$ cat src/rtl/btn_evt_pkg.sv
// Shared types and helpers for the push-button event unit: button indices,
// the 3-bit event code and the index-to-code mapping.
package btn_evt_pkg;

  localparam int BTN_C = 0;
  localparam int BTN_U = 1;
  localparam int BTN_R = 2;
  localparam int BTN_D = 3;
  localparam int BTN_L = 4;

  typedef logic [2:0] evt_code_t;

  localparam evt_code_t EVT_NONE = 3'd0;

  // Event codes are 1-based so that 0 can mean "no event".
  function automatic evt_code_t idx_to_code(input int idx);
    return evt_code_t'(idx + 1);
  endfunction

endpackage

$ cat src/rtl/btn_event_unit_if.sv
// CPU-side event port of btn_event_unit: head-of-queue view, pop strobe,
// occupancy and the sticky overflow flag with its clear.
interface btn_event_unit_if #(
  parameter int FIFO_DEPTH = 4
);
  import btn_evt_pkg::*;

  localparam int CW = $clog2(FIFO_DEPTH) + 1;

  // Handshake: evt_valid=1 means evt_code holds the oldest queued event;
  // evt_pop acts as ready, and the head is consumed on a rising clock edge
  // where evt_valid && evt_pop. evt_pop with evt_valid=0 has no effect.
  logic            evt_valid;
  evt_code_t       evt_code;
  logic            evt_pop;
  logic [CW-1:0]   evt_count;
  logic            evt_ovf;
  logic            ovf_clr;

  modport slave (
    output evt_valid, evt_code, evt_count, evt_ovf,
    input  evt_pop, ovf_clr
  );

  modport master (
    input  evt_valid, evt_code, evt_count, evt_ovf,
    output evt_pop, ovf_clr
  );

endinterface

$ cat src/rtl/btn_debounce.sv
// One button: two-flop synchroniser, counter debouncer, clean level and a
// one-cycle press pulse on each debounced rising edge.
module btn_debounce #(
  parameter int DEBOUNCE_BITS = 19
) (
  input  logic clk,
  input  logic rst_n,
  input  logic pin,
  output logic level,
  output logic press
);

  logic                     sync1_q, sync1_d;
  logic                     sync2_q, sync2_d;
  logic [DEBOUNCE_BITS-1:0] cnt_q, cnt_d;
  logic                     level_q, level_d;
  logic                     prev_q, prev_d;
  logic                     lock_q, lock_d;
  logic                     target;

  // After reset the debouncer behaves as if the level were high, so a button
  // held through reset must first be seen released before it can press.
  assign target = level_q | lock_q;

  always_comb begin
    sync1_d = pin;
    sync2_d = sync1_q;
    cnt_d   = cnt_q;
    level_d = level_q;
    lock_d  = lock_q;
    prev_d  = level_q;
    if (sync2_q == target) begin
      cnt_d = '0;
    end else if (&cnt_q) begin
      level_d = sync2_q;
      lock_d  = 1'b0;
      cnt_d   = '0;
    end else begin
      cnt_d = cnt_q + 1'b1;
    end
  end

  always_ff @(posedge clk) begin
    if (!rst_n) begin
      sync1_q <= 1'b0;
      sync2_q <= 1'b0;
      cnt_q   <= '0;
      level_q <= 1'b0;
      prev_q  <= 1'b0;
      lock_q  <= 1'b1;
    end else begin
      sync1_q <= sync1_d;
      sync2_q <= sync2_d;
      cnt_q   <= cnt_d;
      level_q <= level_d;
      prev_q  <= prev_d;
      lock_q  <= lock_d;
    end
  end

  assign level = level_q;
  assign press = level_q & ~prev_q;

endmodule

$ cat src/rtl/btn_event_unit.sv
// Debounced push-buttons turned into press events queued in a small FIFO.
// Define BTN_EVT_AUTOREPEAT_EN to add autorepeat events while a button is held.
module btn_event_unit
  import btn_evt_pkg::*;
#(
  parameter int NUM_BTN       = 5,
  parameter int DEBOUNCE_BITS = 19,
  parameter int FIFO_DEPTH    = 4,
  parameter int REPEAT_BITS   = 22
) (
  input  logic               CLK100MHZ,
  input  logic               CPU_RESETN,
  input  logic [NUM_BTN-1:0] btn_in,
  output logic [NUM_BTN-1:0] btn_level,
  output logic [NUM_BTN-1:0] btn_press,
  btn_event_unit_if.slave    evt
);

  localparam int PW = $clog2(FIFO_DEPTH);
  localparam int CW = PW + 1;

  if (FIFO_DEPTH < 2 || (FIFO_DEPTH & (FIFO_DEPTH - 1)) != 0 ||
      NUM_BTN > 7 || REPEAT_BITS < 1) begin : g_param_check
    $error("btn_event_unit: unsupported parameter combination");
  end

  for (genvar g = 0; g < NUM_BTN; g++) begin : g_btn
    btn_debounce #(
      .DEBOUNCE_BITS (DEBOUNCE_BITS)
    ) u_debounce (
      .clk   (CLK100MHZ),
      .rst_n (CPU_RESETN),
      .pin   (btn_in[g]),
      .level (btn_level[g]),
      .press (btn_press[g])
    );
  end

  logic [NUM_BTN-1:0] pend_set;

`ifdef BTN_EVT_AUTOREPEAT_EN
  logic [NUM_BTN-1:0] rep_hit;

  for (genvar g = 0; g < NUM_BTN; g++) begin : g_rep
    logic [REPEAT_BITS-1:0] rcnt_q, rcnt_d;
    logic                   rarm_q, rarm_d;
    logic                   rhit;

    // The first wrap only arms, so the first repeat lands two periods after the press.
    always_comb begin
      rcnt_d = '0;
      rarm_d = 1'b0;
      rhit   = 1'b0;
      if (btn_level[g] && !btn_press[g]) begin
        rcnt_d = rcnt_q + 1'b1;
        rarm_d = rarm_q | (&rcnt_q);
        rhit   = rarm_q & (&rcnt_q);
      end
    end

    always_ff @(posedge CLK100MHZ) begin
      if (!CPU_RESETN) begin
        rcnt_q <= '0;
        rarm_q <= 1'b0;
      end else begin
        rcnt_q <= rcnt_d;
        rarm_q <= rarm_d;
      end
    end

    assign rep_hit[g] = rhit;
  end

  assign pend_set = btn_press | rep_hit;
`else
  assign pend_set = btn_press;
`endif

  logic [NUM_BTN-1:0] pending_q, pending_d, grant;
  evt_code_t          mem_q [FIFO_DEPTH];
  evt_code_t          mem_d [FIFO_DEPTH];
  logic [PW-1:0]      wr_ptr_q, wr_ptr_d, rd_ptr_q, rd_ptr_d;
  logic [CW-1:0]      count_q, count_d;
  logic               ovf_q, ovf_d, valid_q, valid_d;
  evt_code_t          code_q, code_d, push_code;
  logic               pop_ok, push_ok, drop;

  always_comb begin
    grant     = '0;
    push_code = EVT_NONE;
    for (int i = NUM_BTN - 1; i >= 0; i--) begin
      if (pending_q[i]) begin
        grant     = '0;
        grant[i]  = 1'b1;
        push_code = idx_to_code(i);
      end
    end

    pop_ok  = evt.evt_pop && (count_q != '0);
    push_ok = (|pending_q) && ((count_q != CW'(FIFO_DEPTH)) || pop_ok);
    drop    = (|pending_q) && !push_ok;

    // A granted bit is always cleared, whether its event was queued or dropped.
    pending_d = (pending_q & ~grant) | pend_set;

    mem_d = mem_q;
    if (push_ok) mem_d[wr_ptr_q] = push_code;
    wr_ptr_d = wr_ptr_q + PW'(push_ok);
    rd_ptr_d = rd_ptr_q + PW'(pop_ok);
    count_d  = count_q + CW'(push_ok) - CW'(pop_ok);

    ovf_d = drop ? 1'b1 : (evt.ovf_clr ? 1'b0 : ovf_q);

    // Head view is computed from the next state so a push into an empty queue shows immediately.
    valid_d = (count_d != '0);
    code_d  = valid_d ? mem_d[rd_ptr_d] : EVT_NONE;
  end

  always_ff @(posedge CLK100MHZ) begin
    if (!CPU_RESETN) begin
      pending_q <= '0;
      for (int i = 0; i < FIFO_DEPTH; i++) mem_q[i] <= EVT_NONE;
      wr_ptr_q  <= '0;
      rd_ptr_q  <= '0;
      count_q   <= '0;
      ovf_q     <= 1'b0;
      valid_q   <= 1'b0;
      code_q    <= EVT_NONE;
    end else begin
      pending_q <= pending_d;
      mem_q     <= mem_d;
      wr_ptr_q  <= wr_ptr_d;
      rd_ptr_q  <= rd_ptr_d;
      count_q   <= count_d;
      ovf_q     <= ovf_d;
      valid_q   <= valid_d;
      code_q    <= code_d;
    end
  end

  assign evt.evt_valid = valid_q;
  assign evt.evt_code  = code_q;
  assign evt.evt_count = count_q;
  assign evt.evt_ovf   = ovf_q;

endmodule
$ cat src/flat_wrapper.sv
// flat-port wrapper written by rule: the top's interface ports become plain ports
module btn_event_unit_flat import btn_evt_pkg::*;
#(
  parameter int NUM_BTN       = 5,
  parameter int DEBOUNCE_BITS = 19,
  parameter int FIFO_DEPTH    = 4,
  parameter int REPEAT_BITS   = 22
)
  (CLK100MHZ, CPU_RESETN, btn_in, btn_level, btn_press, evt_evt_valid, evt_evt_code, evt_evt_count, evt_evt_ovf, evt_evt_pop, evt_ovf_clr);
  btn_event_unit_if #(.FIFO_DEPTH(FIFO_DEPTH)) evt_i ();
  input  logic CLK100MHZ;
  input  logic CPU_RESETN;
  input  logic [NUM_BTN-1:0] btn_in;
  output logic [NUM_BTN-1:0] btn_level;
  output logic [NUM_BTN-1:0] btn_press;
  output wire logic [$bits(evt_i.evt_valid)-1:0] evt_evt_valid;
  output wire logic [$bits(evt_i.evt_code)-1:0] evt_evt_code;
  output wire logic [$bits(evt_i.evt_count)-1:0] evt_evt_count;
  output wire logic [$bits(evt_i.evt_ovf)-1:0] evt_evt_ovf;
  input wire logic [$bits(evt_i.evt_pop)-1:0] evt_evt_pop;
  input wire logic [$bits(evt_i.ovf_clr)-1:0] evt_ovf_clr;
  assign evt_evt_valid = evt_i.evt_valid;
  assign evt_evt_code = evt_i.evt_code;
  assign evt_evt_count = evt_i.evt_count;
  assign evt_evt_ovf = evt_i.evt_ovf;
  assign evt_i.evt_pop = evt_evt_pop;
  assign evt_i.ovf_clr = evt_ovf_clr;
  btn_event_unit #(.NUM_BTN(NUM_BTN), .DEBOUNCE_BITS(DEBOUNCE_BITS), .FIFO_DEPTH(FIFO_DEPTH), .REPEAT_BITS(REPEAT_BITS)) u_core (.CLK100MHZ(CLK100MHZ), .CPU_RESETN(CPU_RESETN), .btn_in(btn_in), .btn_level(btn_level), .btn_press(btn_press), .evt(evt_i));
endmodule
$ cat config.mk
export PLATFORM = sky130hd
export DESIGN_NAME = btn_event_unit_flat
export DESIGN_NICKNAME = d
export VERILOG_FILES = /design/src/rtl/btn_evt_pkg.sv /design/src/rtl/btn_event_unit_if.sv /design/src/rtl/btn_debounce.sv /design/src/rtl/btn_event_unit.sv /design/src/flat_wrapper.sv
export SDC_FILE = /design/constraint.sdc
export NUM_CORES = 1
export LEC_CHECK = 0
export BUFFER_PORTS_ARGS = -buffer_cell sky130_fd_sc_hd__buf_2
export CAP_MARGIN = 15
export CELL_PAD_IN_SITES_DETAIL_PLACEMENT = 0
export CELL_PAD_IN_SITES_GLOBAL_PLACEMENT = 2
export CORE_UTILIZATION = 39
export DETAILED_ROUTE_END_ITERATION = 8
export PLACE_DENSITY = 0.84
export SYNTH_ARGS = -nofsm -noshare
export SYNTH_HDL_FRONTEND = slang
export SYNTH_SLANG_ARGS = --single-unit
$ cat constraint.sdc
create_clock -name CLK100MHZ -period 3 [get_ports CLK100MHZ]
set_clock_uncertainty 0.05 [all_clocks]
set_input_delay 0.3 -clock CLK100MHZ [delete_from_list [all_inputs] [get_ports CLK100MHZ]]
set_output_delay 0.3 -clock CLK100MHZ [all_outputs]
set_load 0.01 [all_outputs]
==> metrics.yaml, run 1 <==
required_ns: 3.30
drv_cap: 0
ys_seq_elements: 149
p_comb_share_pct: 12.2
syn_area_um2: 6280
fmax_ghz: 0.358
critPathMaxFanout: 7
max_slew_margin_pct: 46.9
die_w_um: 129
synth-main-ff-cell: "dfxtp_1"
peakVddDrop_mv: 0.392
track_usage_pct: 14.6
power.share.clock_pct: 45.4
hold_ws_ns: 0.0441
worst_setup_path_start_kind: "flip-flop"
setup_tns_ns: 0
critPathArrivalTime_ns: 3.10
period_share_pct: 93.2
layout-drive-gt1-share_pct: 11.8
coreArea_um2: 15800
remaining_drc_errors: 0
synthDistinctLibCells: 54
status: "finished, final reports clean"
grt_max_degree: 22
worst_pin_slew_ns: 0.786
overflow: 0
setup_viol_count_final: 0
numCtsBuffers: 17
die_h_um: 129
area_delta_synth_final_pct: 14.6
clk_root_buffer_cell: "clkbuf_16"
layout_min_cycle_time_ns: 2.80
cts_setup_buffers: 0
hpwl_um: 7870
multi_input_area_um2: 3080
yosysWarnings: 0
dp_cells: 896
place_ws_ns: 0.229
nets: 718
ant_nets: 0
p_switching_mw: 1.18
clk_latency_ns: 0.41
ys_seq_area_share_pct: 47.5
viasPerCell: 4.74
hp-class: "in -> reg"
port_buffers: 26
grt_pass1_wl_um: 18900
fillCellCount: 1523
placed_area_um2: 6570
io_pins: 27
cts_buffer_depth: 2
switching_share_pct: 24.0
hold_buffers: 0
rsz0062_at_grt: "false"
num_vias: 4400
htree_levels: 4
ff_latch_area_um2: 2980
post_cts_resized: 0
wl_um: 11200
final.setup.worst_slack_ns: 0.203
synth_nets: 694
syn_inst: 675
cts_sinks: 149
tritoncts: "done"
initial_core_util_pct: 39.7
final_cell_count_no_fill: 928
synth_edf_count: 0
stdcell_area_um2: 7190
wire_per_inst_um: 12.1
rows: 46
antenna_found_initial: 0
end_kind: "flip-flop"
leakagePower_nw: 2.75
powerDensity_nw_per_um2: 684
avgSynthCellArea_um2: 9.30
grt_pass1_vias: 4105
drt_iter0_drc: 194
hold_viol_final: 0
async_flop_share_pct: 0
intPower_mw: 3.74
place_congestion: 0.784
fp.dieArea_um2: 16600
dr.pass1.iters: 4
slew_violations: 0
n_antenna_cell: 0
seq_power_share_pct: 42.4
cts.clk_slew.worst_paths_ns: 0.06
worstSetupPathType: "reg -> reg"
==> power by group through the flow <==
stage / clock [mW] / combinational [mW] / sequential (mW)
after detailed placement: 0 / 0.604 / 2.13
after CTS: 2.29 / 0.609 / 2.09
after floorplan: 0 / 0.435 / 2.15
final: 2.23 / 0.601 / 2.09
after global routing: 2.37 / 0.676 / 2.09
after global placement: 0 / 0.580 / 2.13
==> cell type report <==
class | count | share of cell area, %
clock buffers | 23 | 6.64
clock inverters | 9 | 2.07
inverters | 17 | 0.887
multi-input cells | 482 | 42.7
flip-flops and latches | 149 | 41.5
well taps | 216 | 3.76
repair buffers | 32 | 2.43
==> synth_stat cells (2+ instances only) <==
master | count | area (um^2)
nor3_2 | 3 | 30.0
a31oi_1 | 2 | 12.5
nand4_1 | 18 | 113
buf_4 | 10 | 75.1
nand3_1 | 38 | 190
nor2b_1 | 5 | 31.3
mux2_2 | 2 | 22.5
o21ai_0 | 9 | 45.0
dfxtp_1 | 149 | 2980
mux2i_1 | 9 | 90.1
inv_1 | 17 | 63.8
nor2_1 | 139 | 522
xor2_1 | 57 | 499
o211ai_2 | 2 | 25.0
or3_1 | 5 | 31.3
a21o_1 | 2 | 15.0
buf_2 | 7 | 35.0
nor3_1 | 15 | 75.1
a21oi_1 | 6 | 30.0
xnor2_1 | 32 | 280
o211a_1 | 2 | 20.0
o221a_2 | 2 | 22.5
and4_1 | 10 | 87.6
ha_1 | 9 | 113
nand2_1 | 46 | 173
a2111oi_4 | 3 | 82.6
or2_2 | 2 | 12.5
a41o_1 | 4 | 40.0
and2_1 | 24 | 150
o21a_1 | 4 | 30.0
and3_1 | 11 | 68.8
a31o_2 | 2 | 17.5
clkbuf_1 | 8 | 30.0
==> registers in the layout (all words and copies together), names as in the netlist, 3 cells and up <==
signal,count
u_core.pending_q,5
u_core.mem_q,12
u_core.g_btn.u_debounce.prev_q,5
u_core.g_btn.u_debounce.lock_q,5
u_core.evt.evt_count,3
u_core.g_btn.u_debounce.level,5
u_core.g_btn.u_debounce.cnt_q,95
u_core.g_btn.u_debounce.sync2_q,5
u_core.g_btn.u_debounce.sync1_q,5
u_core.evt.evt_code,3
==> metrics by stage <==
stage	util, %	total power [mW]
floorplan	-	2.58
global placement	41.5	2.71
detailed placement	41.5	2.73
CTS	45.5	4.98
global route	45.5	5.14
finish	45.5	4.92
==> path summary, 6_finish.rpt <==
kind | startpoint | end | slack (ns) | cells past startpoint
worst max-delay path | u_core.evt.evt_count[2]$_SDFF_PN0_ | u_core.evt.evt_code[2]$_SDFF_PN0_ | 0.20 | 11
worst min-delay path | btn_in[0] | u_core.g_btn[0].u_debounce.sync1_q$_SDFF_PN0_ | 0.04 | 2
worst max register to register | u_core.evt.evt_count[2]$_SDFF_PN0_ | u_core.evt.evt_code[2]$_SDFF_PN0_ | 0.20 | 11
worst min register to register | u_core.g_btn[4].u_debounce.sync1_q$_SDFF_PN0_ | u_core.g_btn[4].u_debounce.sync2_q$_SDFF_PN0_ | 0.38 | 1
==> placed cells by master, fill, tap and decap left out, types with 2 or more instances in the layout <==
cell	n
clkbuf_1	3
buf_4	6
nor3_2	3
and3_1	11
xor2_1	57
mux2_2	2
or2_2	2
xnor2_1	32
a21o_1	2
nor3_1	15
a2111oi_4	3
clkinv_2	4
o221a_2	2
dfxtp_1	149
clkbuf_8	3
mux2i_1	9
nand3_1	38
o21ai_0	9
or3_1	5
and4_1	10
clkbuf_16	17
ha_1	9
a31o_2	2
a21oi_1	6
a41o_1	4
bufinv_16	4
a31oi_1	2
and2_1	24
nand4_1	18
inv_1	17
nor2b_1	5
nand2_1	46
o211a_1	2
o21a_1	4
o211ai_2	2
nor2_1	139
buf_2	26
==> metal layers <==
| metal | track usage (%) | part of all wire (%) | up-vias |
|---|---|---|---|
| li1 | - | - | 2301 |
| met1 | 18.0 | 49 | 2016 |
| met2 | 23.4 | 45 | 64 |
| met3 | 4.74 | 4.1 | 19 |
| met4 | 6.09 | 1.8 | 0 |
| met5 | 0 | 0 | - |
==> worst max-delay path, stage by stage (launching register included) <==
cell	delay, ns
dfxtp_1	0.34
o31a_1	0.33
ha_1	0.28
inv_1	0.06
ha_1	0.13
inv_1	0.05
fa_1	0.38
xnor3_1	0.25
a31oi_4	0.30
o41ai_1	0.12
nor4_1	0.32
a41o_1	0.14
==> kinds of logic (layout without fill, tap and decap cells) <==
family	after synthesis	in the layout	synth area share (%)
AOI/OAI and AO/OA	47	47	6.99
xor gates and xnor gates	91	91	13.2
buffers and inverters	44	81	3.53
DFF	149	149	47.5
and+or+nand+nor	322	322	24.6
adders and majority gates	10	10	2.11
muxes	12	12	2.03
Note: power is estimated with default switching activity, not from simulation.
==> inputs of run 2 (changes only) <==
--- a/config.mk
+++ b/config.mk
@@ -7,11 +7,11 @@
 export LEC_CHECK = 0
 export BUFFER_PORTS_ARGS = -buffer_cell sky130_fd_sc_hd__buf_2
 export CAP_MARGIN = 15
-export CELL_PAD_IN_SITES_DETAIL_PLACEMENT = 0
+export CELL_PAD_IN_SITES_DETAIL_PLACEMENT = 1
 export CELL_PAD_IN_SITES_GLOBAL_PLACEMENT = 2
-export CORE_UTILIZATION = 39
+export CORE_UTILIZATION = 29
 export DETAILED_ROUTE_END_ITERATION = 8
-export PLACE_DENSITY = 0.84
+export PLACE_DENSITY = 0.67
 export SYNTH_ARGS = -nofsm -noshare
 export SYNTH_HDL_FRONTEND = slang
 export SYNTH_SLANG_ARGS = --single-unit
==> metrics.yaml, run 2 (synthesis results as in run 1) <==
drv_cap: 0  # unchanged
die_h_um: 149  # +16%
fillCellCount: 2419  # +59%
rsz0062_at_grt: "false"
io_pins: 27  # unchanged
place_congestion: 0.745  # -5.0%
remaining_drc_errors: 0  # unchanged
max_slew_margin_pct: 43.9  # -3.0 points
hold_ws_ns: 0.0535  # +0.00941 ns
clk_root_buffer_cell: "clkbuf_16"
placed_area_um2: 6660  # +1.4%
worstSetupPathType: "reg -> reg"
leakagePower_nw: 2.72  # -1.3%
required_ns: 3.31  # about the same
powerDensity_nw_per_um2: 641  # -6.3%
status: "finished, final reports clean"
fmax_ghz: 0.358  # +0.13%
antenna_found_initial: 0  # unchanged
fp.dieArea_um2: 22200  # +34%
largest_reg_flops: 95  # unchanged
tritoncts: "done"
die_w_um: 149  # +16%
overflow: 0  # unchanged
peakVddDrop_mv: 0.355  # -9.5%
final.setup.worst_slack_ns: 0.207  # +0.00365 ns
post_cts_resized: 0  # unchanged
regMostFlops: "u_core.g_btn.u_debounce.cnt_q"
crit_path_top_delay_cell: "fa_1"
grt_pass1_wl_um: 23200  # +23%
final_common_cell: "dfxtp_1"
worst_setup_path_start_kind: "flip-flop"
drt_iter0_drc: 104  # -46%
cts.clk_slew.worst_paths_ns: 0.06  # about the same
nets: 720  # +0.28%
slew_violations: 0  # unchanged
ant_nets: 0  # unchanged
viasPerCell: 4.65  # -2.0%
critPathArrivalTime_ns: 3.11  # about the same
layout_common_cells: "149 x dfxtp_1, 139 x nor2_1, 57 x xor2_1"
clk_latency_ns: 0.42  # about the same
end_kind: "flip-flop"
layout_min_cycle_time_ns: 2.79  # -0.00365 ns
cts_sinks: 149  # unchanged
setup_tns_ns: 0  # unchanged
port_buffers: 26  # unchanged
ff_latch_area_um2: 2980  # unchanged
dr.pass1.iters: 4  # unchanged
num_vias: 4580  # +4.1%
initial_core_util_pct: 29.7  # -10 points
cp_top_family: "compound AO/OA/AOI/OAI gates"
rows: 53  # +15%
critPathMaxFanout: 7  # unchanged
multi_input_area_um2: 3080  # +0.20%
wl_um: 13400  # +19%
grt_pass1_vias: 4724  # +15%
area_delta_synth_final_pct: 14.2
stdcell_area_um2: 7170  # -0.33%
worstPathCellList: "o31a_1 -> ha_1 -> inv_1 -> ha_1 -> inv_1 -> fa_1 -> xnor3_1 -> a31oi_4 -> o41ai_1 -> nor4_1 -> a41o_1"
n_antenna_cell: 0  # unchanged
hold_viol_final: 0  # unchanged
setup_viol_count_final: 0  # unchanged
place_ws_ns: 0.191  # -0.0379 ns
cts_buffer_depth: 2  # unchanged
htree_levels: 4  # unchanged
layout-drive-gt1-share_pct: 11.7  # -0.12 points
path_buf_inv: 2  # unchanged
period_share_pct: 93.1  # -0.12 points
cts_setup_buffers: 0  # unchanged
wire_per_inst_um: 13.6  # +12%
hp-class: "in -> reg"
worst_pin_slew_ns: 0.830  # +0.0437 ns
cpPeakStageDelay_ns: 0.38  # about the same
hold_buffers: 0  # unchanged
hpwl_um: 9600  # +22%
numCtsBuffers: 17  # unchanged
track_usage_pct: 13.2  # -1.4 points
coreArea_um2: 21200  # +34%
reg.largest.list: "u_core.g_btn.u_debounce.cnt_q: 95 flops, u_core.mem_q: 12 flops"
grt_max_degree: 22  # unchanged
## run 2: cell count changes in the layout (fill, tap and decap cells not counted)
cell       delta
bufinv_16     -4
nor3_2        -1
nor3_4        +1
clkinv_2      +2
buf_4         +2
clkinv_4      -1
## run 2: power breakdown
part           internal (mW)  leakage, nW  total, mW  switching (mW)
clock                   1.10        0.258       1.89           0.788
sequential              2.04         1.21       2.09          0.0512
combinational          0.247         1.25      0.614           0.367
total                   3.39         2.72       4.59            1.21
## run 2: worst paths after layout
kind / startpoint / endpoint / slack, ns / cells after the start
worst min-delay path: btn_in[4] / u_core.g_btn[4].u_debounce.sync1_q$_SDFF_PN0_ / 0.05 / 2
worst min register to register: u_core.g_btn[3].u_debounce.sync1_q$_SDFF_PN0_ / u_core.g_btn[3].u_debounce.sync2_q$_SDFF_PN0_ / 0.38 / 1
worst max-delay path: u_core.evt.evt_count[2]$_SDFF_PN0_ / u_core.evt.evt_code[2]$_SDFF_PN0_ / 0.21 / 11
worst max register to register: u_core.evt.evt_count[2]$_SDFF_PN0_ / u_core.evt.evt_code[2]$_SDFF_PN0_ / 0.21 / 11
## run 2: cell type report
cell class              count  share of cell area [%]
clock inverters             6                   0.419
clock buffers              23                    6.67
inverters                  17                   0.890
multi-input cells         482                    43.0
flip-flops and latches    149                    41.6
well taps                 275                    4.80
repair buffers             34                    2.65
## run 2: routing by layer
layer | share of wire, % | up-vias | wire length, um | global-route usage, %
met4 | 1.4 | 0 | 181 | 4.69
met5 | 0 | - | 0 | 0
met2 | 48 | 39 | 6470 | 22.2
li1 | - | 2307 | - | -
met3 | 2.5 | 14 | 329 | 3.46
met1 | 48 | 2220 | 6390 | 16.3
## run 2: through the flow
| step | power [mW] | utilization, % | instances |
|---|---|---|---|
| floorplan | 2.58 | - | 675 |
| global placement | 2.73 | 31.5 | 957 |
| detailed placement | 2.76 | 31.5 | 957 |
| CTS | 4.68 | 33.9 | 986 |
| global route | 4.83 | 33.9 | 986 |
| finish | 4.59 | 33.9 | 986 |
## run 2: worst reg2reg max path: stages (launching register included)
cell and delay (ns):
dfxtp_1 0.34, o31a_1 0.33, ha_1 0.27, inv_1 0.06, ha_1 0.14, inv_1 0.05, fa_1 0.38, xnor3_1 0.25
a31oi_4 0.30, o41ai_1 0.14, nor4_1 0.29, a41o_1 0.13
==> inputs of run 3 (changes only) <==
--- a/config.mk
+++ b/config.mk
@@ -12,6 +12,7 @@
 export CORE_UTILIZATION = 29
 export DETAILED_ROUTE_END_ITERATION = 8
 export PLACE_DENSITY = 0.67
+export RECOVER_POWER = 100
 export SYNTH_ARGS = -nofsm -noshare
 export SYNTH_HDL_FRONTEND = slang
 export SYNTH_SLANG_ARGS = --single-unit
==> metrics.yaml, run 3 (synthesis results as in run 1) <==
viasPerCell: 4.65  # about the same
cpPeakStageDelay_ns: 0.38  # about the same
drt_iter0_drc: 94  # -9.6%
dr.pass1.iters: 4  # unchanged
io_pins: 27  # unchanged
clk_root_buffer_cell: "clkbuf_16"
rsz0062_at_grt: "false"
grt_pass1_vias: 4724  # unchanged
reg.largest.list: "u_core.g_btn.u_debounce.cnt_q: 95 flops, u_core.mem_q: 12 flops"
leakagePower_nw: 2.61  # -3.8%
path_buf_inv: 2  # unchanged
clk_latency_ns: 0.42  # about the same
setup_tns_ns: 0  # unchanged
slew_violations: 0  # unchanged
p_switching_mw: 1.20  # -0.36%
required_ns: 3.31  # about the same
worst_pin_slew_ns: 1.42  # +0.591 ns
cts_setup_buffers: 0  # unchanged
cts_sinks: 149  # unchanged
drv_cap: 0  # unchanged
p_comb_share_pct: 13.0  # -0.4 points
numCtsBuffers: 17  # unchanged
hp-class: "in -> reg"
hpwl_um: 9600  # unchanged
track_usage_pct: 13.2  # unchanged
worstSetupPathType: "reg -> reg"
post_cts_resized: 0  # unchanged
rows: 53  # unchanged
area_delta_synth_final_pct: 12.6
cts.clk_slew.worst_paths_ns: 0.06  # about the same
coreArea_um2: 21200  # unchanged
antenna_found_initial: 0  # unchanged
fp.dieArea_um2: 22200  # unchanged
setup_viol_count_final: 0  # unchanged
worstPathCellList: "o31a_1 -> ha_1 -> inv_1 -> ha_1 -> inv_1 -> fa_1 -> xnor3_1 -> a31oi_4 -> o41ai_1 -> nor4_1 -> a41o_1"
final_common_cell: "dfxtp_1"
port_buffers: 26  # unchanged
period_share_pct: 92.9  # -0.19 points
num_vias: 4582  # +0.044%
peakVddDrop_mv: 0.355  # about the same
end_kind: "flip-flop"
critPathMaxFanout: 7  # unchanged
fmax_ghz: 0.359  # +0.20%
remaining_drc_errors: 0  # unchanged
powerDensity_nw_per_um2: 647  # +1.0%
cts_buffer_depth: 2  # unchanged
grt_pass1_wl_um: 23200  # unchanged
largest_reg_flops: 95  # unchanged
hold_ws_ns: 0.0532  # -0.000297 ns
die_h_um: 149  # unchanged
wire_per_inst_um: 13.6  # +0.29%
critPathArrivalTime_ns: 3.10  # about the same
layout_min_cycle_time_ns: 2.79  # -0.00561 ns
die_w_um: 149  # unchanged
layout_common_cells: "149 x dfxtp_1, 139 x nor2_1, 57 x xor2_1"
power.share.clock_pct: 41.3  # +0.2 points
cp_top_family: "compound AO/OA/AOI/OAI gates"
place_congestion: 0.745  # unchanged
tritoncts: "done"
seq_power_share_pct: 45.7  # about the same
final.setup.worst_slack_ns: 0.212  # +0.00561 ns
max_slew_margin_pct: 5.07  # -39 points
worst_setup_path_start_kind: "flip-flop"
hold_buffers: 0  # unchanged
overflow: 0  # unchanged
initial_core_util_pct: 29.7  # unchanged
place_ws_ns: 0.191  # unchanged
hold_viol_final: 0  # unchanged
grt_max_degree: 22  # unchanged
switching_share_pct: 26.2  # about the same
fillCellCount: 2426  # +0.29%
n_antenna_cell: 0  # unchanged
htree_levels: 4  # unchanged
ant_nets: 0  # unchanged
layout-drive-gt1-share_pct: 7.59  # -4.1 points
intPower_mw: 3.38  # -0.33%
crit_path_top_delay_cell: "fa_1"
regMostFlops: "u_core.g_btn.u_debounce.cnt_q"
status: "finished, final reports clean"
wl_um: 13400  # +0.29%
nets: 720  # unchanged
[run 3: layout make-up]
type	count	area [um^2]	area share, %
Clock buffer	23	478	6.76
Clock inverter	6	30.0	0.425
Sequential cell	149	2980	42.2
Timing Repair Buffer	34	151	2.14
Multi-Input combinational cell	482	3020	42.7
Inverter	17	63.8	0.902
Tap cell	275	344	4.86
[run 3: per-stage QoR]
stage | utilization [%] | total power, mW | instances | instance area [um^2]
final | 33.4 | 4.58 | 986 | 7070
after global routing | 33.4 | 4.81 | 986 | 7070
after CTS | 33.9 | 4.68 | 986 | 7160
after detailed placement | 31.5 | 2.76 | 957 | 6660
after global placement | 31.5 | 2.73 | 957 | 6660
after floorplan | - | 2.58 | 675 | 6280
[run 3: worst reg2reg max path: cells and delay by family (launching register included)]
kind | cells | cell delay, ns
flip-flops | 1 | 0.34
AO/OA/AOI/OAI | 4 | 0.91
XOR/XNOR | 1 | 0.25
adder cells (fa/ha/maj) | 3 | 0.78
buffers and inverters | 2 | 0.11
AND/OR/NAND/NOR | 1 | 0.29
[run 3: layer usage]
metal  share of wire [%]  routed length (um)  vias to the layer above  global-route usage [%]
met5                   0                   0                        -                       0
met2                  48                6460                       38                    22.2
met3                 2.2                 300                       14                    3.46
met4                 1.4                 182                        0                    4.69
met1                  48                6460                     2225                    16.3
li1                    -                   -                     2305                       -
[run 3: power by group through the flow]
stage	Sequential, mW	Combinational (mW)	Clock, mW
after floorplan	2.15	0.435	0
after global placement	2.13	0.603	0
after detailed placement	2.14	0.623	0
after CTS	2.09	0.626	1.96
after global routing	2.10	0.668	2.05
final	2.09	0.597	1.89
[run 3: path summary, 6_finish.rpt]
| kind | start | slack [ns] | to | cells after the start |
|---|---|---|---|---|
| max | u_core.evt.evt_count[2]$_SDFF_PN0_ | 0.21 | u_core.evt.evt_code[2]$_SDFF_PN0_ | 11 |
| max reg2reg | u_core.evt.evt_count[2]$_SDFF_PN0_ | 0.21 | u_core.evt.evt_code[2]$_SDFF_PN0_ | 11 |
| min reg2reg | u_core.g_btn[3].u_debounce.sync1_q$_SDFF_PN0_ | 0.38 | u_core.g_btn[3].u_debounce.sync2_q$_SDFF_PN0_ | 1 |
| min | btn_in[4] | 0.05 | u_core.g_btn[4].u_debounce.sync1_q$_SDFF_PN0_ | 2 |
